### config.mk
export PLATFORM = sky130hd
export DESIGN_NAME = wb_regfile_slave
export DESIGN_NICKNAME = d
export VERILOG_FILES = /design/src/rtl/wb_regfile_slave.sv
export SDC_FILE = /design/constraint.sdc
export NUM_CORES = 1
export LEC_CHECK = 0
export ABC_AREA = 1
export CORE_ASPECT_RATIO = 1.5
export CORE_MARGIN = 10
export CORE_UTILIZATION = 35
export DETAILED_ROUTE_END_ITERATION = 7
export PLACE_DENSITY = 0.65
export SLEW_MARGIN = 25
export SYNTH_ARGS = -nofsm -noshare
export SYNTH_HDL_FRONTEND = slang
export SYNTH_SLANG_ARGS = --single-unit
export TNS_END_PERCENT = 100
### constraint.sdc
create_clock -name WBCLK -period 2.1 [get_ports WBCLK]
set_input_delay 0.21 -clock WBCLK [delete_from_list [all_inputs] [get_ports WBCLK]]
set_output_delay 0.21 -clock WBCLK [all_outputs]
set_load 0.02 [all_outputs]
### src/rtl/wb_regfile_slave.sv
`default_nettype none
// ============================================================================
// Module      : wb_regfile_slave
// Description : Wishbone classic register file for the UART block. It has
//               byte-lane writes, wait states, read-only registers, ERR
//               termination and a hardware update port.
// Revision    : 1.0 - initial release
// ============================================================================
module wb_regfile_slave #(
    parameter int                  DATA_W      = 32,
    parameter int                  SEL_W       = DATA_W / 8,
    parameter int                  ADDR_W      = 3,
    parameter int                  NUM_REGS    = 8,
    parameter int                  WAIT_STATES = 0,
    parameter logic [NUM_REGS-1:0] RO_MASK     = '0
) (
    input  logic                         WBCLK,
    input  logic                         WBRST,
    input  logic [ADDR_W-1:0]            WB_ADDR,
    input  logic [SEL_W-1:0]             WB_SEL,
    input  logic [DATA_W-1:0]            WB_DAT_I,
    output logic [DATA_W-1:0]            WB_DAT_O,
    input  logic                         WB_WE,
    input  logic                         WB_STB,
    input  logic                         WB_CYC,
    output logic                         WB_ACK,
    output logic                         WB_ERR,
    input  logic [NUM_REGS-1:0]          hw_we,
    input  logic [NUM_REGS*DATA_W-1:0]   hw_wdata,
    output logic [NUM_REGS*DATA_W-1:0]   reg_q
);

    localparam logic [1:0] c_idle  = 2'd0;
    localparam logic [1:0] c_wait  = 2'd1;
    localparam logic [1:0] c_term  = 2'd2;
    localparam int         c_depth = 2 ** ADDR_W;
    // The counter runs from WAIT_STATES-1 down to 0 so that TERM lands in cycle WAIT_STATES+1.
    localparam logic [3:0] c_wait_load = (WAIT_STATES > 0) ? 4'(WAIT_STATES - 1) : 4'd0;

    logic [1:0]        r_state;
    logic [3:0]        r_cnt;
    logic [DATA_W-1:0] w_q      [NUM_REGS];
    logic [DATA_W-1:0] w_rd_vec [c_depth];
    logic [c_depth-1:0] w_ro_vec;
    logic              w_req;
    logic              w_commit;
    logic              w_addr_ok;
    logic              w_err;
    logic              w_bus_wr;

    assign w_req     = WB_STB & WB_CYC;
    assign w_commit  = w_req & (((r_state == c_idle) && (WAIT_STATES == 0)) ||
                                ((r_state == c_wait) && (r_cnt == 4'd0)));
    assign w_addr_ok = (32'(WB_ADDR) < 32'(NUM_REGS));
    assign w_err     = ~w_addr_ok | (WB_WE & w_ro_vec[WB_ADDR]);
    assign w_bus_wr  = w_commit & WB_WE & ~w_err;

    // Full address map; unimplemented words read as zero and are never read-only.
    generate
        for (genvar i = 0; i < c_depth; i++) begin : g_dec
            if (i < NUM_REGS) begin : g_impl
                assign w_ro_vec[i] = RO_MASK[i];
                assign w_rd_vec[i] = w_q[i];
            end else begin : g_hole
                assign w_ro_vec[i] = 1'b0;
                assign w_rd_vec[i] = '0;
            end
        end
    endgenerate

    generate
        for (genvar i = 0; i < NUM_REGS; i++) begin : g_reg
            logic [DATA_W-1:0] r_q;
            logic              w_hit;

            assign w_hit = w_bus_wr && (WB_ADDR == ADDR_W'(i));

            // Bus data wins on selected lanes, hardware data fills the rest.
            always_ff @(posedge WBCLK) begin
                if (!WBRST) begin
                    r_q <= '0;
                end else begin
                    for (int b = 0; b < SEL_W; b++) begin
                        if (w_hit && WB_SEL[b]) begin
                            r_q[8*b +: 8] <= WB_DAT_I[8*b +: 8];
                        end else if (hw_we[i]) begin
                            r_q[8*b +: 8] <= hw_wdata[i*DATA_W + 8*b +: 8];
                        end
                    end
                end
            end

            assign w_q[i]                    = r_q;
            assign reg_q[i*DATA_W +: DATA_W] = r_q;
        end
    endgenerate

    always_ff @(posedge WBCLK) begin
        if (!WBRST) begin
            r_state  <= c_idle;
            r_cnt    <= 4'd0;
            WB_ACK   <= 1'b0;
            WB_ERR   <= 1'b0;
            WB_DAT_O <= '0;
        end else begin
            WB_ACK   <= 1'b0;
            WB_ERR   <= 1'b0;
            WB_DAT_O <= '0;
            case (r_state)
                c_idle: begin
                    if (w_req && (WAIT_STATES != 0)) begin
                        r_state <= c_wait;
                        r_cnt   <= c_wait_load;
                    end
                end
                c_wait: begin
                    if (!w_req) begin
                        r_state <= c_idle;
                    end else if (r_cnt != 4'd0) begin
                        r_cnt <= r_cnt - 4'd1;
                    end
                end
                c_term:  r_state <= c_idle;
                default: r_state <= c_idle;
            endcase
            if (w_commit) begin
                r_state <= c_term;
                WB_ACK  <= ~w_err;
                WB_ERR  <= w_err;
                if (!WB_WE && w_addr_ok) begin
                    WB_DAT_O <= w_rd_vec[WB_ADDR];
                end
            end
        end
    end

endmodule
`default_nettype wire

==> run metrics, run 1 <==
simple-gate portion of the synthesized area between 40% and 50%; Psw 0.00502 W; cts bufs inserted 34; Sw Ratio 31.0%; Area growth syn-to-layout 48.9%; Clk pwr share 39.2%; FF+latch count, synth 290; synth warn 0; Fin Hold WS 0.146 ns; final core utilization 52.5%; crit-path max FO 3; drt first pass iters 7; initial core utilization 35.3%; top_reg_cell synth dfxtp_1; fmax between 0.5 and 0.6 GHz; Post-synth ARST share 0%; clock sink count 290; Post-Syn Nets around 2.9k; Placed Area 23700 um^2; most numerous cell in the Yosys netlist nand2_1; I/O Pins between 500 and 600; synth top area cells dfxtp_1 (35%), nand2_1 (22%), nand4_1 (11%); Routed Antenna Nets 0; initial antenna violation count 5; GRT overflow 0; gpl congestion 0.991; final setup fails 0; area taken by multi-input logic gates 9570 um^2; Final Max Tran Viols 0; Die Y 288 um; register area share after synthesis 34.7%; Pint 0.0112 W; Req. time, crit path about 1.9 ns; TNS Setup 0 ns; critical path endpoint category output pin; post-synthesis area per instance 6.48 um^2; Yosys cell types 27; chip width 199 um; Max clock buf depth 3; CP Cell Sequence clkdlybuf4s50_1; nets 3407; PwrDens 650 nW/um^2; slowest cell delay on critical path 0.70 ns; post-synthesis compound-gate area fraction 9.58%; Slew HR 54.5%; Hold WC Path Type primary input to flop; part of the power in registers approximately 38%; CTS tree yes; fraction of the mapped netlist area in adder cells 0%; All-Layer GR Usage between 30% and 40%; overall power 0.0162 W; PortBufs ~600; number of enable flip-flop cells after synthesis 0; global-route wire length before repair roughly 140 mm; cts-stage hold buffer count 0; Fillers 4685; Floorplan Core Area 47500 um^2; critical path's top delay family buffers and inverters; die area 57200 um^2; pin count of the biggest net entering global routing 68; Root Buffer clkbuf_16; Final Hold Viols 0; Yosys top cell area share 34.7%; DRC errors left 0; status complete, no violations; top cell type by total area after synthesis dfxtp_1; Crit Path Category flop to output pin; Comb pwr share 22.9%; post-cts resize count 0; Worst-Skew Late Latency 0.53 ns; CTS H-Tree Depth 2; multiplexer share of the synthesized area 0%; Max rail drop VDD 528 uV; max-capacitance violation count 0; Final HPWL DP 74.7 mm; top cells by instance count after synthesis nand2_1 (984), nand4_1 (298), dfxtp_1 (290); startpoint types flop; Mapped Cells 2584; Synth Cell Area 16700 um^2; Leakage Power just over 10 nW; Worst Max-Slew Pin Slew 0.682 ns; WP buf/inv 1; slowest CP cell clkdlybuf4s50_1; vias per cell between 5 and 6; routed vias ~22k; largest family of logic cells by synthesized area simple AND/OR/NAND/NOR gates; DR WL/cell between 20 and 30 um; clk slew on worst S/H paths 0.06 ns; Setup Buffers After CTS 0; Row Count 98; RSZ-0062 raised after global routing false; Clock Skew roughly 0.019 ns; number of global-route vias before repair 20.5k; post-synthesis xor/xnor area fraction 0%; initial DRC count between 2k and 2.5k; sequential cell area 5810 um^2; share of cells above drive strength 1 7.68%; total wire length 98.2 mm; cell area after layout between 20000 and 25000 um^2; Period minus WS final 1.97 ns; Period Utilization, post-route 93.7%; Arr. time, crit path 1.76 ns
[flip-flops by register name, summed over array words and instances (netlist names)]
name      count
WB_DAT_O     32
r_state       1
WB_ACK        1
g.r_q       256
[path summary, 6_finish.rpt]
path / slack [ns] / start / end / cells after the start
setup / recovery: 0.13 / g_reg[5].r_q[7]$_SDFFE_PN0P_ / reg_q[167] / 1
hold / removal: 0.15 / WB_SEL[0] / g_reg[5].r_q[4]$_SDFFE_PN0P_ / 4
setup reg to reg: 0.34 / r_state[1]$_SDFFE_PN0P_ / g_reg[5].r_q[26]$_SDFFE_PN0P_ / 9
hold reg to reg: 0.50 / g_reg[3].r_q[4]$_SDFFE_PN0P_ / g_reg[3].r_q[4]$_SDFFE_PN0P_ / 2
[routing by layer]
metal / up-vias / part of all wire (%) / global-route usage, % / wire, um
met5: - / 0.017 / 0 / 17
met4: 4 / 6.0 / 18.6 / 5850
met3: 268 / 9.9 / 7.88 / 9680
met2: 1402 / 47 / 53.2 / 46600
met1: 10100 / 37 / 38.1 / 36000
li1: 9797 / - / - / -
[through the flow]
stage | setup slack, ns | instances
finish | 0.132 | 3727
global route | 0.101 | 3727
CTS | 0.112 | 3724
detailed placement | -0.00270 | 3663
global placement | 0.0299 | 3663
floorplan | 0.572 | 2584
[power by group through the flow]
stage          Clock [W]  Combinational (W)  Sequential (W)
6_report         0.00635            0.00371         0.00615
5_1_grt          0.00660            0.00392         0.00616
4_1_cts          0.00642            0.00368         0.00613
3_5_place_dp           0            0.00366         0.00625
3_3_place_gp           0            0.00364         0.00625
2_1_floorplan          0            0.00129         0.00646
[cells in the final DEF (no fill, tap or decap), drive strengths merged, types with 3 or more instances in the layout]
cell type,n
a22oi,19
buf,129
nand4,298
nor2,88
nand2,988
bufinv,3
dfxtp,290
a21oi,273
nand3,304
inv,63
o21ai,19
clkdlybuf4s50,590
clkinv,7
diode,3
clkbuf,50
[final cells by class]
class                   count  share of cell area, %
clock buffers              50                   4.19
multi-input cells        1991                   38.4
clock inverters            11                  0.532
diodes                      3                 0.0301
flip-flops and latches    290                   23.3
well taps                 600                   3.01
inverters                  63                  0.989
repair buffers            719                   29.6
[cells by family after synthesis]
family                 after synthesis
DFF                                290
AOI/OAI and AO/OA                  311
buffers and inverters              303
and+or+nand+nor                   1679
other                                1
Power figures use the tool's default switching activity.
==> run 2: changes to the inputs <==
--- a/config.mk
+++ b/config.mk
@@ -6,11 +6,10 @@
 export NUM_CORES = 1
 export LEC_CHECK = 0
 export ABC_AREA = 1
-export CORE_ASPECT_RATIO = 1.5
 export CORE_MARGIN = 10
-export CORE_UTILIZATION = 35
+export CORE_UTILIZATION = 30
 export DETAILED_ROUTE_END_ITERATION = 7
-export PLACE_DENSITY = 0.65
+export DONT_BUFFER_PORTS = 1
 export SLEW_MARGIN = 25
 export SYNTH_ARGS = -nofsm -noshare
 export SYNTH_HDL_FRONTEND = slang
==> run 2 against run 1 <==
Effect of this change:
- clock-buffer cell count is 7 higher
- critical path depth grew 9
- die area increased by 15%
- utilization fell by 12 points
- global-route usage down 4.1 points
- largest power group is now registers
==> run metrics, run 2 (synthesized netlist as in run 1, its figures left out) <==
Pint 0.0106 W (-5.5%); R2R Path End g_reg[3].r_q[16]$_SDFFE_PN0P_; CTS tree yes; Slew HR 28.6% (-26 points); DR WL/cell 27.6 um (+4.9%); crit-path max FO 16 (+13); RSZ-0062 raised after global routing false; commonest non-fill, non-tap cell in the layout nand2_1; Clock Skew 0.0190 ns (+0.000128 ns); PwrDens 701 nW/um^2 (+7.7%); All-Layer GR Usage 28.4% (-4.1 points); clk slew on worst S/H paths 0.07 ns (about the same); end point of the worst hold path WB_DAT_O[16]$_SDFF_PP0_; Psw 0.00509 W (+1.5%); I/O Pins 598 (unchanged); worst reg2reg path depth 10 (+1); Hold Startpoint WB_WE; Period minus WS final 2.03 ns (+0.0581 ns); CTS H-Tree Depth 2 (unchanged); max-capacitance violation count 0 (unchanged); initial core utilization 30.3% (-5.0 points); part of the power in registers 42.0% (+4.1 points); r2r setup slk 0.07 ns (-0.27 ns); final setup fails 0 (unchanged); vias per cell 5.90 (+2.0%); Floorplan Core Area 55200 um^2 (+16%); pin count of the biggest net entering global routing 131 (+93%); drt first pass iters 6 (-1); PortBufs 0 (-100%); DRC errors left 0 (unchanged); Sw Ratio 32.5% (+1.6 points); Area growth syn-to-layout 33.6%; share of cells above drive strength 1 6.88% (-0.80 points); overall power 0.0157 W (-3.4%); fmax 0.493 GHz (-2.9%); cts bufs inserted 38 (+12%); Max rail drop VDD 493 uV (-6.7%); status complete, no violations; chip width 256 um (+29%); total wire length 99.6 mm (+1.4%); r2r startpoint r_state[1]$_SDFFE_PN0P_; clock sink count 290 (unchanged); Worst-Skew Late Latency 0.56 ns (+0.03 ns); Top Registers g.r_q: 256 flops, WB_DAT_O: 32 flops; critical path endpoint category flop; hold path depth 4 (unchanged); initial DRC count 2469 (+4.7%); Arr. time, crit path 2.52 ns (+0.76 ns); GRT overflow 0 (unchanged); Row Count 86 (-12%); startpoint types flop; Top reg by flops g.r_q; Die Y 256 um (-11%); global-route wire length before repair 142 mm (+1.5%); Max clock buf depth 3 (unchanged); Period Utilization, post-route 96.5% (+2.8 points); Req. time, crit path 2.59 ns (+0.70 ns); TNS Setup 0 ns (unchanged); number of global-route vias before repair 20.1k (-1.8%); Crit Path Category flop to flop; gpl congestion 0.911 (-8.0%); Largest register FFs 256 (unchanged); Routed Antenna Nets 0 (unchanged); Leakage Power 9.19 nW (-10%); initial antenna violation count 6 (+1); Final HPWL DP 66.7 mm (-11%); Clk pwr share 41.6% (+2.4 points); Final Hold Viols 0 (unchanged); Root Buffer clkbuf_16; routed vias 21.2k (-1.4%); Hold WC Path Type primary input to flop; Comb pwr share 16.4% (-6.5 points); die area 65600 um^2 (+15%); nets 3132 (-8.1%); Final Max Tran Viols 0 (unchanged); Worst Max-Slew Pin Slew 1.07 ns (+0.389 ns); commonest non-fill, non-tap cells in the layout nand2_1 (984), dlygate4sd3_1 (354), nand4_1 (298)
## run 2: changes by cell type in the layout (fill, tap and decap cells not counted), moves of 4 or more
cell | previous run | this run
clkdlybuf4s50_1 | 590 | 0
clkbuf_16 | 37 | 43
dlygate4sd3_1 | 0 | 354
buf_12 | 41 | 20
clkbuf_1 | 6 | 10
buf_4 | 82 | 54
buf_2 | 6 | 1
buf_16 | 0 | 5
## run 2: worst max path at each step
| stage | startpoint | end | slack, ns | cells after the start |
|---|---|---|---|---|
| detailed placement | r_state[1]$_SDFFE_PN0P_ | g_reg[2].r_q[15]$_SDFFE_PN0P_ | 0.35 | 9 |
| global placement | r_state[1]$_SDFFE_PN0P_ | g_reg[2].r_q[13]$_SDFFE_PN0P_ | 0.36 | 9 |
| floorplan | r_state[1]$_SDFFE_PN0P_ | g_reg[6].r_q[12]$_SDFFE_PN0P_ | 0.57 | 9 |
| global route | r_state[1]$_SDFFE_PN0P_ | g_reg[3].r_q[16]$_SDFFE_PN0P_ | 0.03 | 10 |
| CTS | r_state[1]$_SDFFE_PN0P_ | g_reg[5].r_q[14]$_SDFFE_PN0P_ | 0.06 | 9 |
| finish | r_state[1]$_SDFFE_PN0P_ | g_reg[3].r_q[16]$_SDFFE_PN0P_ | 0.07 | 10 |
## run 2: final cells by class
| type | instances | area, um^2 |
|---|---|---|
| Sequential cell | 290 | 5810 |
| Fill cell | 5624 | 32800 |
| Tap cell | 748 | 936 |
| Clock buffer | 57 | 1150 |
| Multi-Input combinational cell | 1991 | 9580 |
| Clock inverter | 8 | 53.8 |
| Timing Repair Buffer | 440 | 4580 |
| Antenna cell | 6 | 15.0 |
| Inverter | 63 | 246 |
## run 2: power groups by stage
stage          clock, W  sequential (W)  combinational, W
6_report        0.00652         0.00659           0.00257
5_1_grt         0.00678         0.00660           0.00274
4_1_cts         0.00659         0.00657           0.00248
3_5_place_dp          0         0.00669           0.00175
3_3_place_gp          0         0.00669           0.00174
2_1_floorplan         0         0.00646           0.00129
## run 2: layer usage
metal	vias to the layer above	GRT usage [%]	part of all wire (%)
met5	-	0	0.034
met4	4	15.8	6.4
met3	389	8.57	11
met1	9944	32.4	37
met2	1632	46.8	46
li1	9280	-	-
## run 2: repair_timing
item / in CTS / in global routing
hold endpoints to repair: 273 / 2
setup endpoints to repair: 0 / 5
hold buffers: 363 / 1
setup buffers: 0 / 6
resized for setup: 0 / 5
## run 2: per-stage QoR
| step | cell area, um^2 | cells | setup slack [ns] | hold slack (ns) | utilization (%) |
|---|---|---|---|---|---|
| 2_1_floorplan | 16700 | 2584 | 0.572 | 0.424 | - |
| 3_3_place_gp | 17300 | 3160 | 0.357 | 0.399 | 31.3 |
| 3_5_place_dp | 17300 | 3160 | 0.346 | 0.400 | 31.3 |
| 4_1_cts | 22200 | 3588 | 0.0562 | 0.000181 | 40.3 |
| 5_1_grt | 22400 | 3600 | 0.0344 | 0.0260 | 40.5 |
| 6_report | 22400 | 3603 | 0.0736 | 0.0222 | 40.5 |
## run 2: worst max-delay path: stages, from the launching register on
cell,delay (ns)
dfxtp_1,0.30
inv_1,0.08
nand3_4,0.11
nor2_8,0.17
buf_12,0.17
nand3_2,0.07
buf_4,0.22
nand2_1,0.09
nand2_1,0.05
dlygate4sd3_1,0.56
a21oi_1,0.12
==> run 3: changes to the inputs <==
--- a/config.mk
+++ b/config.mk
@@ -7,7 +7,7 @@
 export LEC_CHECK = 0
 export ABC_AREA = 1
 export CORE_MARGIN = 10
-export CORE_UTILIZATION = 30
+export CORE_UTILIZATION = 25
 export DETAILED_ROUTE_END_ITERATION = 7
 export DONT_BUFFER_PORTS = 1
 export SLEW_MARGIN = 25
==> constraint.sdc (replaced) <==
create_clock -name WBCLK -period 1.6 [get_ports WBCLK]
set_input_delay 0.16 -clock WBCLK [delete_from_list [all_inputs] [get_ports WBCLK]]
set_output_delay 0.16 -clock WBCLK [all_outputs]
set_load 0.02 [all_outputs]
==> run 3 against run 2 <==
Effect of this change:
- the run now ends with hold timing, setup timing left
- clock-buffer cell count shrank 1
- global-route usage shrank 3.6 points
- critical path depth fell by 1
- sequential power up 25%
- largest power group is now clock
==> run metrics, run 3 (synthesized netlist as in run 1, its figures left out) <==
DR WL/cell 27.1 um (-1.8%); CTS H-Tree Depth 2 (unchanged); Slew HR 31.1% (+2.6 points); Period minus WS final 1.65 ns (-0.372 ns); Fillers 6774 (+20%); sequential cell area 5810 um^2 (about the same); All-Layer GR Usage 24.8% (-3.6 points); CTS tree yes; Req. time, crit path 2.07 ns (-0.52 ns); commonest non-fill, non-tap cell in the layout nand2_1; RSZ-0062 raised after global routing true; Worst-Skew Late Latency 0.56 ns (about the same); global-route wire length before repair 145 mm (+1.8%); Final HPWL DP 73.3 mm (+10%); startpoint types flop; Area growth syn-to-layout 47.8%; Clk pwr share 41.5% (about the same); initial DRC count 2482 (+0.53%); initial antenna violation count 6 (unchanged); nets 3361 (+7.3%); number of global-route vias before repair 20.5k (+1.8%); vias per cell 5.63 (-4.5%); PwrDens 863 nW/um^2 (+23%); Final Hold Viols 188 (+188); Largest register FFs 256 (unchanged); Comb pwr share 19.8% (+3.4 points); drt first pass iters 6 (unchanged); Worst Max-Slew Pin Slew 1.03 ns (-0.0419 ns); Psw 0.00683 W (+34%); gpl congestion 0.917 (+0.56%); Final Max Tran Viols 0 (unchanged); max-capacitance violation count 0 (unchanged); Pint 0.0145 W (+37%); Fin Hold WS -0.157 ns (-0.179 ns); crit-path max FO 17 (+1); DRC errors left 0 (unchanged); Top Registers g.r_q: 256 flops, WB_DAT_O: 32 flops; chip width 279 um (+8.8%); dpl ws -0.0245 ns (-0.370 ns); Sw Ratio 32.0% (-0.51 points); die area 77700 um^2 (+18%); share of cells above drive strength 1 14.1% (+7.2 points); initial core utilization 25.3% (-5.0 points); clock sink count 290 (unchanged); final setup fails 13 (+13); commonest non-fill, non-tap cells in the layout nand2_1 (984), dlygate4sd3_1 (354), nand4_1 (298); Die Y 279 um (+8.8%); Hold WC Path Type primary input to flop; part of the power in registers 38.7% (-3.3 points); total wire length 107 mm (+7.6%); cts bufs inserted 38 (unchanged); clk slew on worst S/H paths 0.06 ns (about the same); Row Count 94 (+9.3%); Leakage Power 10.3 nW (+12%); Floorplan Core Area 66100 um^2 (+20%); Arr. time, crit path 2.13 ns (-0.39 ns); PortBufs 0 (unchanged); status finished with violations; routed vias 22.2k (+4.7%); Max rail drop VDD 707 uV (+43%); Clock Skew 0.0147 ns (-0.00431 ns); Final Worst Setup Slack -0.0546 ns (-0.128 ns); Top reg by flops g.r_q; pin count of the biggest net entering global routing 129 (-1.5%); GRT overflow 0 (unchanged); I/O Pins 598 (unchanged); Crit Path Category flop to flop; Max clock buf depth 3 (unchanged); failing checks hold timing, setup timing; Root Buffer clkbuf_16; area taken by multi-input logic gates 9980 um^2 (+4.2%); Routed Antenna Nets 0 (unchanged); fmax 0.604 GHz (+22%); Period Utilization, post-route 103% (+6.9 points); critical path endpoint category flop
## run 3: cell types whose count changed in the layout (fill, tap and decap cells not counted), moves of 6 or more
| cell | delta |
|---|---|
| buf_12 | +19 |
| buf_4 | +183 |
| a21oi_2 | +6 |
| a21oi_1 | -6 |
| buf_6 | +6 |
| nand3_4 | +21 |
## run 3: critical path, stage by stage (launching register included)
cell and delay [ns]:
dfxtp_1 0.31, inv_2 0.06, nand3_4 0.08, nor2_8 0.17, buf_12 0.20, buf_4 0.15
nand3_4 0.18, nand2_1 0.20, nand2_1 0.07, a21oi_1 0.11
## run 3: repair_timing
item                                    CTS  global route
cloned                                    2            23
endpoints found under the setup margin   20           206
hold buffers                            318            42
endpoints found under the hold margin   276           249
resized for setup                         2            41
pin swaps                                 1            16
setup buffers                             2             7
## run 3: through the flow
step	power [W]	instance area, um^2	util [%]	instances	setup TNS (ns)
2_1_floorplan	0.0102	16700	-	2584	0
3_3_place_gp	0.0116	19200	29.1	3483	-0.0272
3_5_place_dp	0.0116	19200	29.1	3483	-0.0721
4_1_cts	0.0211	23700	35.9	3869	0
5_1_grt	0.0220	24700	37.4	3944	-5.53
6_report	0.0213	24700	37.4	3948	-0.178
## run 3: path summary, 6_finish.rpt
path	slack, ns	from	cells after the start	end
setup reg to reg	-0.05	r_state[1]$_SDFFE_PN0P_	9	g_reg[2].r_q[5]$_SDFFE_PN0P_
hold / removal	-0.16	WB_SEL[2]	3	g_reg[3].r_q[17]$_SDFFE_PN0P_
hold reg to reg	0.50	g_reg[3].r_q[23]$_SDFFE_PN0P_	2	g_reg[3].r_q[23]$_SDFFE_PN0P_
setup / recovery	-0.05	r_state[1]$_SDFFE_PN0P_	9	g_reg[2].r_q[5]$_SDFFE_PN0P_
## run 3: layout make-up
type | instances | share of cell area (%)
repair buffers | 647 | 25.7
well taps | 864 | 4.37
clock buffers | 56 | 4.58
multi-input cells | 2013 | 40.3
clock inverters | 8 | 0.415
flip-flops and latches | 290 | 23.5
inverters | 63 | 0.997
diodes | 7 | 0.0708
## run 3: metal layers
| metal | global-route usage (%) | wire [um] | vias up |
|---|---|---|---|
| met5 | 0 | 45 | - |
| met4 | 12.4 | 6320 | 6 |
| met3 | 7.74 | 11600 | 390 |
| met2 | 41.4 | 49500 | 1573 |
| met1 | 28.2 | 39700 | 10500 |
| li1 | - | - | 9807 |
## run 3: power by group through the flow
stage          registers [W]  logic, W  clock network (W)
2_1_floorplan        0.00848   0.00169                  0
3_3_place_gp         0.00839   0.00317                  0
3_5_place_dp         0.00839   0.00319                  0
4_1_cts              0.00824   0.00392            0.00896
5_1_grt              0.00828   0.00448            0.00922
6_report             0.00825   0.00423            0.00886
